## config.mk

```make
export PLATFORM = sky130hd
export DESIGN_NAME = icache
export DESIGN_NICKNAME = d
export VERILOG_FILES = /design/src/rtl/cpu_types_pkg.sv /design/src/rtl/icache.sv
export SDC_FILE = /design/constraint.sdc
export NUM_CORES = 1
export LEC_CHECK = 0
export BUFFER_PORTS_ARGS = -buffer_cell sky130_fd_sc_hd__buf_4
export CORE_MARGIN = 2
export CORE_UTILIZATION = 59
export DETAILED_ROUTE_END_ITERATION = 12
export PLACE_DENSITY = 0.76
export SYNTH_ARGS = -nofsm -noshare
export SYNTH_HDL_FRONTEND = slang
export SYNTH_SLANG_ARGS = --single-unit
```

## constraint.sdc

```tcl
create_clock -name CLK -period 8.3 [get_ports CLK]
set_clock_uncertainty 0.15 [all_clocks]
set_input_delay 1.66 -clock CLK [delete_from_list [all_inputs] [get_ports CLK]]
set_output_delay 1.66 -clock CLK [all_outputs]
set_load 0.01 [all_outputs]
```

## src/rtl/cpu_types_pkg.sv

```systemverilog
// Shared CPU types: machine word and the instruction-cache frame layout.
// Frame geometry matches the default 16-frame cache (4 index bits, 26 tag bits).
package cpu_types_pkg;

  typedef logic [31:0] word_t;

  localparam int IIDX_W = 4;
  localparam int ITAG_W = 32 - IIDX_W - 2;

  typedef struct packed {
    logic              valid;
    logic [ITAG_W-1:0] tag;
    word_t             data;
  } icache_frame_t;

endpackage

```

## src/rtl/icache.sv

```systemverilog
// Direct-mapped, one-word-per-frame instruction cache. Hits are answered
// combinationally in IDLE; a miss parks in FETCH until memory drops iwait.
module icache
  import cpu_types_pkg::*;
#(
  parameter int NFRAMES = 16
) (
  input  logic        CLK,
  input  logic        nRST,
  input  logic        imemREN,
  input  logic [31:0] imemaddr,
  output logic        ihit,
  output logic [31:0] imemload,
  output logic        iREN,
  output logic [31:0] iaddr,
  input  logic        iwait,
  input  logic [31:0] iload
);

  localparam int IDX_W = $clog2(NFRAMES);

  typedef enum logic {
    IDLE  = 1'b0,
    FETCH = 1'b1
  } state_t;

  state_t        r_state;
  word_t         r_miss_addr;
  icache_frame_t r_frames [NFRAMES];

  logic [IDX_W-1:0]  w_idx;
  logic [ITAG_W-1:0] w_tag;
  logic [IDX_W-1:0]  w_miss_idx;
  logic [ITAG_W-1:0] w_miss_tag;
  icache_frame_t     w_frame;
  logic              w_hit;
  logic              w_unused_lsb;

  assign w_idx        = imemaddr[IDX_W+1:2];
  assign w_tag        = ITAG_W'(imemaddr[31:IDX_W+2]);
  assign w_miss_idx   = r_miss_addr[IDX_W+1:2];
  assign w_miss_tag   = ITAG_W'(r_miss_addr[31:IDX_W+2]);
  assign w_frame      = r_frames[w_idx];
  // The byte offset never selects anything in a word-granular cache.
  assign w_unused_lsb = ^imemaddr[1:0];

  assign w_hit = (r_state == IDLE) && imemREN && w_frame.valid && (w_frame.tag == w_tag);

  assign ihit     = w_hit;
  assign imemload = w_hit ? w_frame.data : 32'h0;
  assign iREN     = (r_state == FETCH);
  assign iaddr    = (r_state == FETCH) ? r_miss_addr : 32'h0;

  // Reset takes priority over a completing fill, so a fill in flight is dropped.
  always_ff @(posedge CLK) begin
    if (nRST) begin
      r_state     <= IDLE;
      r_miss_addr <= '0;
      for (int i = 0; i < NFRAMES; i++) begin
        r_frames[i] <= '0;
      end
    end else begin
      case (r_state)
        IDLE: begin
          if (imemREN && !w_hit) begin
            r_miss_addr <= {imemaddr[31:2], 2'b00};
            r_state     <= FETCH;
          end
        end
        FETCH: begin
          if (!iwait) begin
            r_frames[w_miss_idx] <= '{valid: 1'b1, tag: w_miss_tag, data: iload};
            r_state              <= IDLE;
          end
        end
        default: r_state <= IDLE;
      endcase
    end
  end

endmodule
```

==> impl_metrics.csv <==
group,metric,value,unit
outcome,status,"finished, final reports clean",
detailed_routing,drtAntennaViolNets,0,
critical_path,slowest_stage,"buf_6",
place,place_ws,1039,ps
critical_path,path_class,"primary input to output pin",
yosys,yosysSeqAreaShare,63.28,%
critical_path,cp.required,6490,ps
layout,drive_gt1_share,20.95,%
hold_path,min-delay-path-class,"flop to flop",
critical_path,cp-end-kind,"output pin",
sta,setup-tns-final,0,ps
global_routing,grt_use_total,32.40,%
critical_path,cp_slowest_stage_delay,660,ps
die,die_w,281.8,um
detailed_routing,dr.pass1.iters,5,
yosys,yosys_warnings,0,
clock_tree,h-tree-depth,3,
global_routing,antenna_found_initial,7,
clock_tree,cts_hold_buf,0,
yosys,synth_edf_count,928,
power,ir_drop,172.2,uV
run,cap_violations,0,
yosys,async_flop_share,0,%
yosys,synth-main-ff-cell,"edfxtp_1",
die,start_util,59.75,%
place,hpwl,66.00,mm
critical_path,crit_chain,"buf_6, buf_4, mux4_2, mux2i_1, mux2i_1, xor2_1, or3_1, nor4b_1, nand4_1, buf_4, nor2b_1, buf_4",
power,power.leakage,18.50,nW
place,gp_congestion,0.8724,
yosys,synth-seq-cells,975,
critical_path,crit_path_frequent_cell,"buf_4",
layout,nets,3087,
yosys,yosysUniqueCellTypes,69,
power,powerDensity,215.5,mW/mm^2
place,io_buffers,129,
die,boundaryPins,134,
clock_tree,ctsLongestPathBuffers,3,
die,die_area,0.07940,mm^2
yosys,synth_top_family_by_area,"simple AND/OR/NAND/NOR gates",
detailed_routing,drc,0,
sta,timing.fmax,136.2,MHz
yosys,synth_fa_ha_area_share,0,%
yosys,synth_compound_area_share,2.270,%
yosys,syn-mean-instance-area,15.15,um^2
detailed_routing,routed_wl,126.3,mm
detailed_routing,vias,27380,
die,die_h,281.8,um
yosys,synth_area,0.04553,mm^2
sta,period_minus_slack,7342,ps
sta,slew_headroom,14.82,%
sta,setup_viol,0,
global_routing,grt_pass1_vias,27870,
detailed_routing,wire_per_inst,30.56,um
sta,hold_viol,0,
global_routing,grt_start_max_net_pins,81,
sta,finalMaxSlewViolations,0,
detailed_routing,vias_per_cell,6.624,
critical_path,start_kind,"primary input",
yosys,synthSimpleGateAreaFrac,16.67,%
clock_tree,cts-buffers-inserted,98,
clock_tree,numClockSinks,975,
die,core,0.07620,mm^2
sta,timing.final.ws_setup,957.6,ps
clock_tree,root_buffer,"clkbuf_16",
global_routing,grt.overflow.total,0,
clock_tree,cts_resized,0,
sta,fin_crit_sh,88.46,%
sta,fin_hold_ws,302.3,ps
global_routing,grt_first_pass_wirelength,183.0,mm
layout,final_util,66.39,%
critical_path,cp_max_fo,70,
sta,worstMarginPinSlew,1273,ps
sta,rsz0062_at_grt,"false",
die,placementRows,101,
critical_path,worstPathArrival,5530,ps
critical_path,cp_top_family,"buffers and inverters",
clock_tree,tritoncts,"built",
clock_tree,post-cts-setup-buffers,0,
yosys,synth_cells,3005,
critical_path,critical_path_buf_inv_count,4,
yosys,synthXorXnorAreaFrac,0.6129,%
clock_tree,clk_pin_slew,50,ps
detailed_routing,drtIter0Drc,3837,
clock_tree,clock_latency,660,ps
layout,synthToLayoutAreaGrowth,11.11,%
yosys,synth_mux_area_share,14.46,%
cell usage after synthesis, drive strengths merged, types with 2 or more instances:
cell,n,share of area [%]
nor4,2,0.041
and2,961,13
clkbuf,215,1.8
and3,2,0.027
xnor2,25,0.50
buf,65,0.84
nand4,8,0.11
nand2b,14,0.19
edfxtp,928,61
a31o,2,0.038
o21ai,51,0.56
nor4b,2,0.038
o32ai,3,0.058
mux2,7,0.17
o22ai,8,0.11
nor2,31,0.26
or2,7,0.096
xor2,6,0.12
a21o,19,0.31
nand3b,3,0.049
nand2,46,0.38
or3,6,0.082
mux2i,44,0.97
a22oi,4,0.066
nor2b,39,0.54
o211ai,5,0.082
a21oi,10,0.11
or4,33,0.55
a32oi,31,0.60
nand4b,3,0.058
inv,10,0.082
nand3,38,0.42
nor3b,24,0.40
mux4,269,13
nor3,15,0.16
a2111oi,3,0.058
dfxtp,47,2.1
stage by stage:
| stage | std cells | area (um^2) | total power, mW |
|---|---|---|---|
| 3_3_place_gp | 3949 | 47390 | 6.535 |
| 5_1_grt | 4134 | 50590 | 11.15 |
| 6_report | 4134 | 50590 | 10.90 |
| 2_1_floorplan | 3006 | 45530 | 6.254 |
| 4_1_cts | 4132 | 50580 | 10.91 |
| 3_5_place_dp | 3949 | 47390 | 6.571 |
registers in the layout, indices dropped and copies added (netlist names):
name         count
r_miss_addr     30
r_frames       944
iREN             1
cells in the final DEF, fill, tap and decap left out, types with 10 or more instances in the layout:
cell / count
dfxtp_1: 47
clkbuf_1: 23
clkinv_2: 17
nand2b_1: 13
nor2_4: 12
nor2b_1: 39
o21ai_4: 12
and2_1: 961
a32oi_1: 31
a21oi_1: 10
nor3_1: 11
mux2i_1: 44
clkbuf_16: 100
mux4_2: 267
nand2_1: 46
nand3_1: 38
a21o_1: 19
or4_1: 32
clkinv_1: 20
o21ai_0: 37
edfxtp_1: 928
nor2_1: 19
buf_4: 189
xnor2_1: 24
nor3b_1: 24
clkbuf_8: 11
final cells by class:
cell class / instances / area, um^2
Sequential cell: 975 / 28810
Fill cell: 5122 / 25610
Multi-Input combinational cell: 1740 / 15770
Clock buffer: 133 / 2726
Timing Repair Buffer: 193 / 1479
Tap cell: 1030 / 1289
Clock inverter: 50 / 465.4
Inverter: 11 / 45.04
Antenna cell: 2 / 5.005
cell families after synthesis:
family	Yosys count
compound gates	150
xor+xnor	31
buf+inv	291
flops	975
mux	320
other cells	1
simple gates	1237
power by group:
part / internal [mW] / leakage [nW] / total, mW / switching, mW
sequential: 5.56 / 9.99 / 5.67 / 0.118
clock: 2.55 / 1.57 / 4.42 / 1.87
combinational: 0.316 / 6.94 / 0.808 / 0.492
total: 8.42 / 18.5 / 10.9 / 2.48
metal layers:
| layer | vias up | share of wire [%] | global-route usage [%] |
|---|---|---|---|
| li1 | 11170 | - | - |
| met1 | 13940 | 36 | 43.46 |
| met3 | 360 | 11 | 6.505 |
| met2 | 1907 | 48 | 51.90 |
| met5 | - | 0.028 | 0 |
| met4 | 4 | 4.4 | 14.54 |
final timing paths:
kind | start | endpoint | slack, ps | cells after the start
min | r_frames[10][58] | r_frames[10][58] | 300 | 1
min reg2reg | r_frames[10][58] | r_frames[10][58] | 300 | 1
max reg2reg | r_frames[7][38] | r_miss_addr[24] | 4240 | 9
max | imemaddr[4] | imemload[11] | 960 | 12
worst reg2reg max path: stages, from the launching register on:
cell,delay (ps)
edfxtp_1,370
mux4_2,520
and4_4,220
or4_4,530
nor4_2,160
nand4_1,110
or4_1,810
buf_4,430
or4_1,590
nand3_1,100
Power figures use the tool's default switching activity.
